[src/rtl/spi_pkg.sv]
// Shared types and helpers for the parametrised SPI master.
package spi_pkg;

  typedef enum logic [1:0] {
    IDLE,
    LEAD,
    XFER,
    TRAIL
  } spi_state_e;

  typedef struct packed {
    logic cpol;
    logic cpha;
  } spi_mode_t;

  function automatic int ss_width(input int n);
    return (n > 1) ? $clog2(n) : 1;
  endfunction

endpackage

[src/rtl/spi_clk_div.sv]
// Half-period tick generator: fires on the last clk cycle of every CLK_DIV-cycle period while enabled.
module spi_clk_div #(
  parameter int CLK_DIV = 4
) (
  input  logic clk,
  input  logic rst,
  input  logic en,
  output logic tick
);

  localparam int CW = (CLK_DIV > 1) ? $clog2(CLK_DIV) : 1;
  localparam logic [CW-1:0] RELOAD = CW'(CLK_DIV - 1);

  logic [CW-1:0] cnt;

  // Held at reload while disabled so the first period after leaving IDLE is full length.
  always_ff @(posedge clk) begin
    if (!rst || !en || cnt == '0) cnt <= RELOAD;
    else                          cnt <= cnt - CW'(1);
  end

  assign tick = en && (cnt == '0);

endmodule

[src/rtl/spi_master_param.sv]
// SPI master: one word per request, all four CPOL/CPHA modes, MSB/LSB-first, NUM_SS active-low selects.
//   state | meaning
//   IDLE  | waiting for a request, selects released
//   LEAD  | select asserted, sclk at idle level for one half-period
//   XFER  | 2*DATA_W sclk half-periods, one edge at the start of each
//   TRAIL | sclk back at CPOL for one half-period before release
module spi_master_param
  import spi_pkg::*;
#(
  parameter int  DATA_W  = 8,
  parameter int  NUM_SS  = 1,
  parameter int  CLK_DIV = 4,
  localparam int SS_W    = ss_width(NUM_SS)
) (
  input  logic              clk,
  input  logic              rst,
  input  logic              tx_valid,
  output logic              tx_ready,
  input  logic [DATA_W-1:0] tx_data,
  input  logic [SS_W-1:0]   tx_ss,
  input  logic [1:0]        tx_mode,
  input  logic              tx_lsb_first,
  output logic              rx_valid,
  output logic [DATA_W-1:0] rx_data,
  output logic              busy,
  output logic              sclk,
  output logic              mosi,
  input  logic              miso,
  output logic [NUM_SS-1:0] ss_n
);

  localparam int EW = $clog2(2 * DATA_W + 1);
  localparam logic [EW-1:0] LAST_EDGE = EW'(2 * DATA_W);

  spi_state_e        state, state_nxt;
  spi_mode_t         mode_q;
  logic              lsb_q;
  logic [DATA_W-1:0] tx_sh, rx_sh;
  logic [EW-1:0]     edge_cnt, edge_num;
  logic [NUM_SS-1:0] ss_dec;
  logic              tick, accept, xfer_done, sclk_edge, odd_edge, present, sample;

  spi_clk_div #(.CLK_DIV(CLK_DIV)) u_clk_div (
    .clk  (clk),
    .rst  (rst),
    .en   (busy),
    .tick (tick)
  );

  assign tx_ready  = (state == IDLE);
  assign busy      = !tx_ready;
  assign accept    = tx_valid && tx_ready;
  assign edge_num  = edge_cnt + EW'(1);
  assign odd_edge  = edge_num[0];
  assign xfer_done = (state == XFER) && (edge_cnt == LAST_EDGE);
  assign sclk_edge = tick && ((state == LEAD) || ((state == XFER) && !xfer_done));

  // CPHA=0 loads the first bit at accept, so the final trailing edge has nothing left to shift.
  assign present = sclk_edge && (mode_q.cpha ? odd_edge
                                             : (!odd_edge && edge_num != LAST_EDGE));
  assign sample  = sclk_edge && (mode_q.cpha ? !odd_edge : odd_edge);

  // An out-of-range index matches no select line.
  always_comb begin
    ss_dec = '0;
    for (int i = 0; i < NUM_SS; i++) ss_dec[i] = (tx_ss == SS_W'(i));
  end

  always_ff @(posedge clk) begin
    if (!rst) state <= IDLE;
    else      state <= state_nxt;
  end

  always_comb begin
    state_nxt = state;
    case (state)
      IDLE:    if (accept)           state_nxt = LEAD;
      LEAD:    if (tick)             state_nxt = XFER;
      XFER:    if (tick && xfer_done) state_nxt = TRAIL;
      TRAIL:   if (tick)             state_nxt = IDLE;
      default:                       state_nxt = IDLE;
    endcase
  end

  always_ff @(posedge clk) begin
    if (!rst) begin
      mode_q   <= '0;
      lsb_q    <= 1'b0;
      tx_sh    <= '0;
      rx_sh    <= '0;
      edge_cnt <= '0;
      sclk     <= 1'b0;
      mosi     <= 1'b0;
      ss_n     <= '1;
      rx_valid <= 1'b0;
      rx_data  <= '0;
    end else begin
      rx_valid <= 1'b0;
      if (accept) begin
        mode_q   <= spi_mode_t'(tx_mode);
        lsb_q    <= tx_lsb_first;
        edge_cnt <= '0;
        rx_sh    <= '0;
        sclk     <= tx_mode[1];
        ss_n     <= ~ss_dec;
        if (!tx_mode[0]) begin
          mosi  <= tx_lsb_first ? tx_data[0] : tx_data[DATA_W-1];
          tx_sh <= tx_lsb_first ? (tx_data >> 1) : (tx_data << 1);
        end else begin
          tx_sh <= tx_data;
        end
      end else begin
        if (sclk_edge) begin
          sclk     <= odd_edge ? ~mode_q.cpol : mode_q.cpol;
          edge_cnt <= edge_num;
        end
        if (present) begin
          mosi  <= lsb_q ? tx_sh[0] : tx_sh[DATA_W-1];
          tx_sh <= lsb_q ? (tx_sh >> 1) : (tx_sh << 1);
        end
        if (sample)
          rx_sh <= lsb_q ? {miso, rx_sh[DATA_W-1:1]} : {rx_sh[DATA_W-2:0], miso};
        if ((state == TRAIL) && tick) begin
          ss_n     <= '1;
          rx_valid <= 1'b1;
          rx_data  <= rx_sh;
        end
      end
    end
  end

endmodule

[config.mk]
export PLATFORM = sky130hd
export DESIGN_NAME = spi_master_param
export DESIGN_NICKNAME = d
export VERILOG_FILES = /design/src/rtl/spi_pkg.sv /design/src/rtl/spi_clk_div.sv /design/src/rtl/spi_master_param.sv
export SDC_FILE = /design/constraint.sdc
export NUM_CORES = 1
export LEC_CHECK = 0
export CORE_MARGIN = 3
export CORE_UTILIZATION = 35
export CTS_CLUSTER_DIAMETER = 50
export DETAILED_ROUTE_END_ITERATION = 16
export GPL_ROUTABILITY_DRIVEN = 0
export SKIP_CTS_REPAIR_TIMING = 1
export SLEW_MARGIN = 10
export SYNTH_ARGS = -nofsm -noshare
export SYNTH_HDL_FRONTEND = slang
export SYNTH_HIERARCHICAL = 1
export SYNTH_SLANG_ARGS = --single-unit
[constraint.sdc]
create_clock -name clk -period 1.8 [get_ports clk]
set_input_delay 0.36 -clock clk [delete_from_list [all_inputs] [get_ports clk]]
set_output_delay 0.36 -clock clk [all_outputs]
set_load 0.1 [all_outputs]
### Word-level counts from Yosys, hierarchy flattened

Cells that the tools add are included.

* $add $sub $neg: 2
* multipliers: 0
* divide/modulo/power cells: 0
* order comparisons: 0
* eq/ne operators: 10
* shift-type cells: 0
* muxes and demuxes: 24
* bitwise operators: 3
* reduce and logical (&&, ||, !) cells: 26

Operators by type and width (number)
* $mux W8: 6
* $mux W1: 13
* $logic_and A1 B1 Y1: 10
* $mux W2: 4
* $pmux W2 S4: 1
* $ne A2 B2 Y1 const B: 3
* $reduce_bool A2 Y1: 3
* $add A5 B1 Y5 const B: 1
* $eq A5 B5 Y1 const B: 1
* $ne A5 B5 Y1 const B: 1
* $eq A2 B2 Y1 const B: 2
* $logic_not A1 Y1: 4
* $logic_not A2 Y1: 2
* $ne A2 B1 Y1 const B: 2
* $reduce_and A2 Y1: 2
* $reduce_and A4 Y1: 1
* $logic_or A1 B1 Y1: 3
* $not A1 Y1: 3
* $eq A2 B1 Y1 const B: 1
* $reduce_or A2 Y1: 1
* $sub A2 B1 Y2 const B: 1

* register bits: 40
* bits in latches: 0
* RAM bits: 0
* ROM bits: 0
* input bits: 16
* output and inout bits: 14
* word-level logic and storage cells: 78
* memories kept: 0

### Logic depth before layout (Yosys ltp)

* word-level depth: 9
* depth in mapped cells: 9
* depth with buffers taken out: 8

### Hierarchy

The synthesis kept the hierarchy.

By module, submodules not included
* spi_master_param: times used 1, cells each 230, area each 2037.0 um^2, seq. area each 760.7 um^2
* spi_clk_div: times used 1, cells each 8, area each 83.8 um^2, seq. area each 40.0 um^2

### Worst setup path before layout

Ideal clock, no wire load.

* path type: flip-flop to flip-flop
* from: register state[0]
* to: register rx_data[0]
* library setup time: 0.062 ns
* arrival time: 3.092 ns
* required time: 1.738 ns
* setup slack: -1.354 ns
* cell stages (with the launch flop): 7
* path buffers: 0
* period minus slack after synthesis: 3.154 ns
* path through: dfxtp_1 > inv_1 > ha_1 > inv_1 > and2_1 > a31oi_1 > a22o_1

* word-level cells in the longest chain between the ends: 5
* elaborated cells between the ends (all ways): 8
* classes of those cells: eq/ne: 1; bitwise: 1; reduce/logical: 6

Ends and longest elaborated chain
* from (decl): RTL line spi_master_param.sv:35 `spi_state_e state, state_nxt;`
* from (signal assigned): RTL line spi_master_param.sv:71 `else state <= state_nxt;`
* $logic_not A2 Y1: RTL line spi_master_param.sv:50 `assign tx_ready = (state == IDLE);`
* via tx_ready: RTL line spi_master_param.sv:18 `output logic tx_ready,`
* $logic_not A1 Y1: RTL line spi_master_param.sv:51 `assign busy = !tx_ready;`
* via busy: RTL line spi_master_param.sv:25 `output logic busy,`
* $logic_and A1 B1 Y1: RTL line spi_clk_div.sv:22 `assign tick = en && (cnt == '0);`
* via tick: RTL line spi_master_param.sv:41 `logic tick, accept, xfer_done, sclk_edge, odd_edge, present, sample;`
* $logic_and A1 B1 Y1: RTL line spi_master_param.sv:123 `if ((state == TRAIL) && tick) begin`
* $reduce_and A2 Y1 (no line)
* to (signal assigned): RTL line spi_master_param.sv:126 `rx_data <= rx_sh;`
* to (decl): RTL line spi_master_param.sv:24 `output logic [DATA_W-1:0] rx_data,`

The timed path passes the listed nets, and every way through them passes these cells.
A chain may end at the register's enable or synchronous reset.

### Worst setup path in the final report

* from: register state[1]
* to: output busy

* word-level cells in the longest chain between the ends: 2

Ends and longest elaborated chain (RTL line)
* $logic_not A2 Y1: spi_master_param.sv:50
* $logic_not A1 Y1: spi_master_param.sv:51
* to (decl): spi_master_param.sv:25

No other way between the ends.

==> key figures <==
Status
  • Status: finished clean

STA
  • Worst-margin pin slew: 0.362 ns
  • Fmax: 0.595 GHz
  • Slew margin rel.: 75.9%
  • Final Hold Vio Count: 0
  • Slew Viols, Final: 0
  • RSZ-0062 raised after global routing: false
  • Min Tclk post-route: 1.68 ns
  • Fin Clk Skew: 0.00789 ns
  • Endpoints failing setup: 0
  • Final worst-path cycle share: 93.4%
  • Final worst slack: 0.119 ns

Place
  • Buffers on Ports: 29
  • Placed Cells: 346
  • HPWL after detailed placement: 3490 um
  • Pre-CTS WS: -0.0993 ns

Synth
  • Netlist Area Pre-Place: 2120 um2
  • Post-synth ARST share: 0%
  • Leading area contributor after synthesis: dfxtp_1
  • Proportion of netlist area held by the largest area contributor: 37.8%
  • Mapped Cells: 238
  • YS warnings: 6
  • Syn Area/Cell: 8.91 um2
  • Post-Syn Nets: 263
  • Synth top cells by count: dfxtp_1 (40), nand2_1 (30), mux2i_1 (25)
  • Synth Register Bits: 40
  • Sequential area share after synthesis: 37.8%
  • Distinct cells, synth: 41
  • Top-count cell post-synth: dfxtp_1
  • Predominant post-synthesis flop cell: dfxtp_1
  • Post-synth EDFFs: 0
  • Synth top area cells: dfxtp_1 (38%), mux2i_1 (12%), ha_1 (5.3%)

Job
  • # Max-Cap Violations: 0

Finish
  • Final core occ: 53.2%
  • Syn-to-layout area delta: 42.4%
  • NumNets Final: 311
  • Finished Layout Cells: 359
  • Share of cells above drive strength 1: 24.7%
  • Diode count: 0

Critical path
  • Critical path peak fanout: 4
  • Critical path capture point type: primary output
  • CP Class: flop to primary output
  • CP max stage delay: 0.35 ns
  • CP arrival: 1.32 ns
  • Critical-path cell list: inv_2, ha_4, clkinvlp_4, buf_4, buf_12
  • CP Data Required Time: 1.44 ns
  • CP max-delay cell: dfxtp_2
  • Critical path startpoint category: flop

Die
  • Die X-Extent: 83.8 um
  • Die ar.: 7030 um2
  • Ports: 30
  • Die Ht: 83.8 um
  • # rows: 27
  • Core region area: 5680 um2
  • Starting Density: 37.4%

Global routing
  • Largest net degree at the start of global routing: 19
  • Grt total ovfl: 0
  • First-pass GRT wire length: 8310 um
  • Initial antenna violation count: 0
  • Number of global-route vias before repair: 1737
  • Overall Global Routing Usage: 14.1%

Drt
  • WL final: 4800 um
  • DRC: 0
  • Antenna-violating nets left: 0
  • Total number of vias: 1856
  • Drt initial violations: 84
  • Via/cell ratio: 5.17
  • Drt pass-1 iters: 4
  • Routed WL per cell: 13.4 um

Pwr
  • Leakage: 0.00117 uW
  • PwrDens: 1160 nW/um2
  • Worst VDD drop: 1020 uV

CTS
  • H-Tree Level Count: 2
  • Reg clk slew, reported paths: 0.08 ns
  • Clk_lat worst skew: 0.29 ns
  • TritonCTS buffer count: 5
  • CTS Sinks: 40
  • Clock root buffer: clkbuf_8
  • Maximum buffer depth of the clock tree: 2
  • TritonCTS clock tree: done

Min path
  • Hold crit path type: flop to flop
[metrics by stage]
stage,power (uW),TNS [ns],hold WS (ns),cell area (um2)
after floorplan,2170,-14.50,0.393,2200
after global placement,2650,-0.291,0.406,2840
after detailed placement,2670,-0.341,0.408,2840
after CTS,3430,0,0.430,2960
after global routing,3680,0,0.438,3020
final,3500,0,0.430,3020
[cell usage in the layout (no fill, tap or decap), drive strengths merged, types with 5 or more instances in the layout]
master / synthesis / routed
a211oi: 8 / 8
clkbuf: 6 / 5
nand2: 31 / 31
dfxtp: 40 / 40
buf: 6 / 37
nand3: 5 / 5
mux2i: 25 / 25
a22o: 8 / 8
o21ai: 9 / 10
nor3: 7 / 7
clkdlybuf4s50: 0 / 15
a21oi: 18 / 18
ha: 9 / 9
o211ai: 6 / 6
inv: 9 / 8
nand4: 8 / 8
nor2: 17 / 17
[worst paths after layout]
| path | from | endpoint | slack [ns] | depth (start not counted) |
|---|---|---|---|---|
| setup / recovery | state[1] | busy | 0.12 | 5 |
| hold / removal | u_clk_div/cnt[0] | u_clk_div/cnt[0] | 0.43 | 1 |
| setup reg to reg | edge_cnt[0] | tx_sh[0] | 0.15 | 7 |
| hold reg to reg | u_clk_div/cnt[0] | u_clk_div/cnt[0] | 0.43 | 1 |
[report_power, final]
group          internal (uW)  leakage [uW]  total [uW]  switching, uW
Combinational            710      0.000780        1670            955
Clock                    418     0.0000583         762            344
Sequential               987      0.000327        1080           88.9
Total                   2120       0.00117        3500           1390
[flip-flops by register name, summed over array words and instances (netlist names)]
signal and flops:
rx_data 8, mode_q 2, sclk 1, mosi 1, edge_cnt 5, lsb_q 1
ss_n 1, tx_sh 8, rx_valid 1, rx_sh 8, u_clk_div/cnt 2, state 2
[area by class of cell]
class | instances | area (um2)
flip-flops and latches | 40 | 808
inverters | 9 | 40.0
multi-input cells | 178 | 1310
clock buffers | 5 | 68.8
fillers | 517 | 2660
well taps | 72 | 90.1
clock inverters | 3 | 47.5
repair buffers | 52 | 653
[cell families (layout without fill, tap and decap cells)]
| logic type | after synthesis | count (layout) | synth area share [%] |
|---|---|---|---|
| AO/OA/AOI/OAI | 57 | 58 | 19.1 |
| XOR/XNOR | 6 | 6 | 2.83 |
| adder cells (fa/ha/maj) | 9 | 9 | 5.31 |
| buffers and inverters | 21 | 69 | 4.13 |
| flip-flops | 40 | 40 | 37.8 |
| multiplexers | 25 | 25 | 11.8 |
| AND/OR/NAND/NOR | 80 | 80 | 19.1 |
[layer usage]
metal  up-vias  wire length, um  global-route usage (%)
met5         -                0                       0
met4         0               61                    4.09
met3         6              208                    3.06
met2        42             2150                    21.4
met1       855             2380                    19.9
li1        953                -                       -
[worst max-delay path, delay by kind of cell, from the launching register on]
family	cells	cell delay [ns]
buffers and inverters	4	0.50
flip-flops	1	0.35
adder cells (fa/ha/maj)	1	0.18
Note: power is estimated with default switching activity, not from simulation.
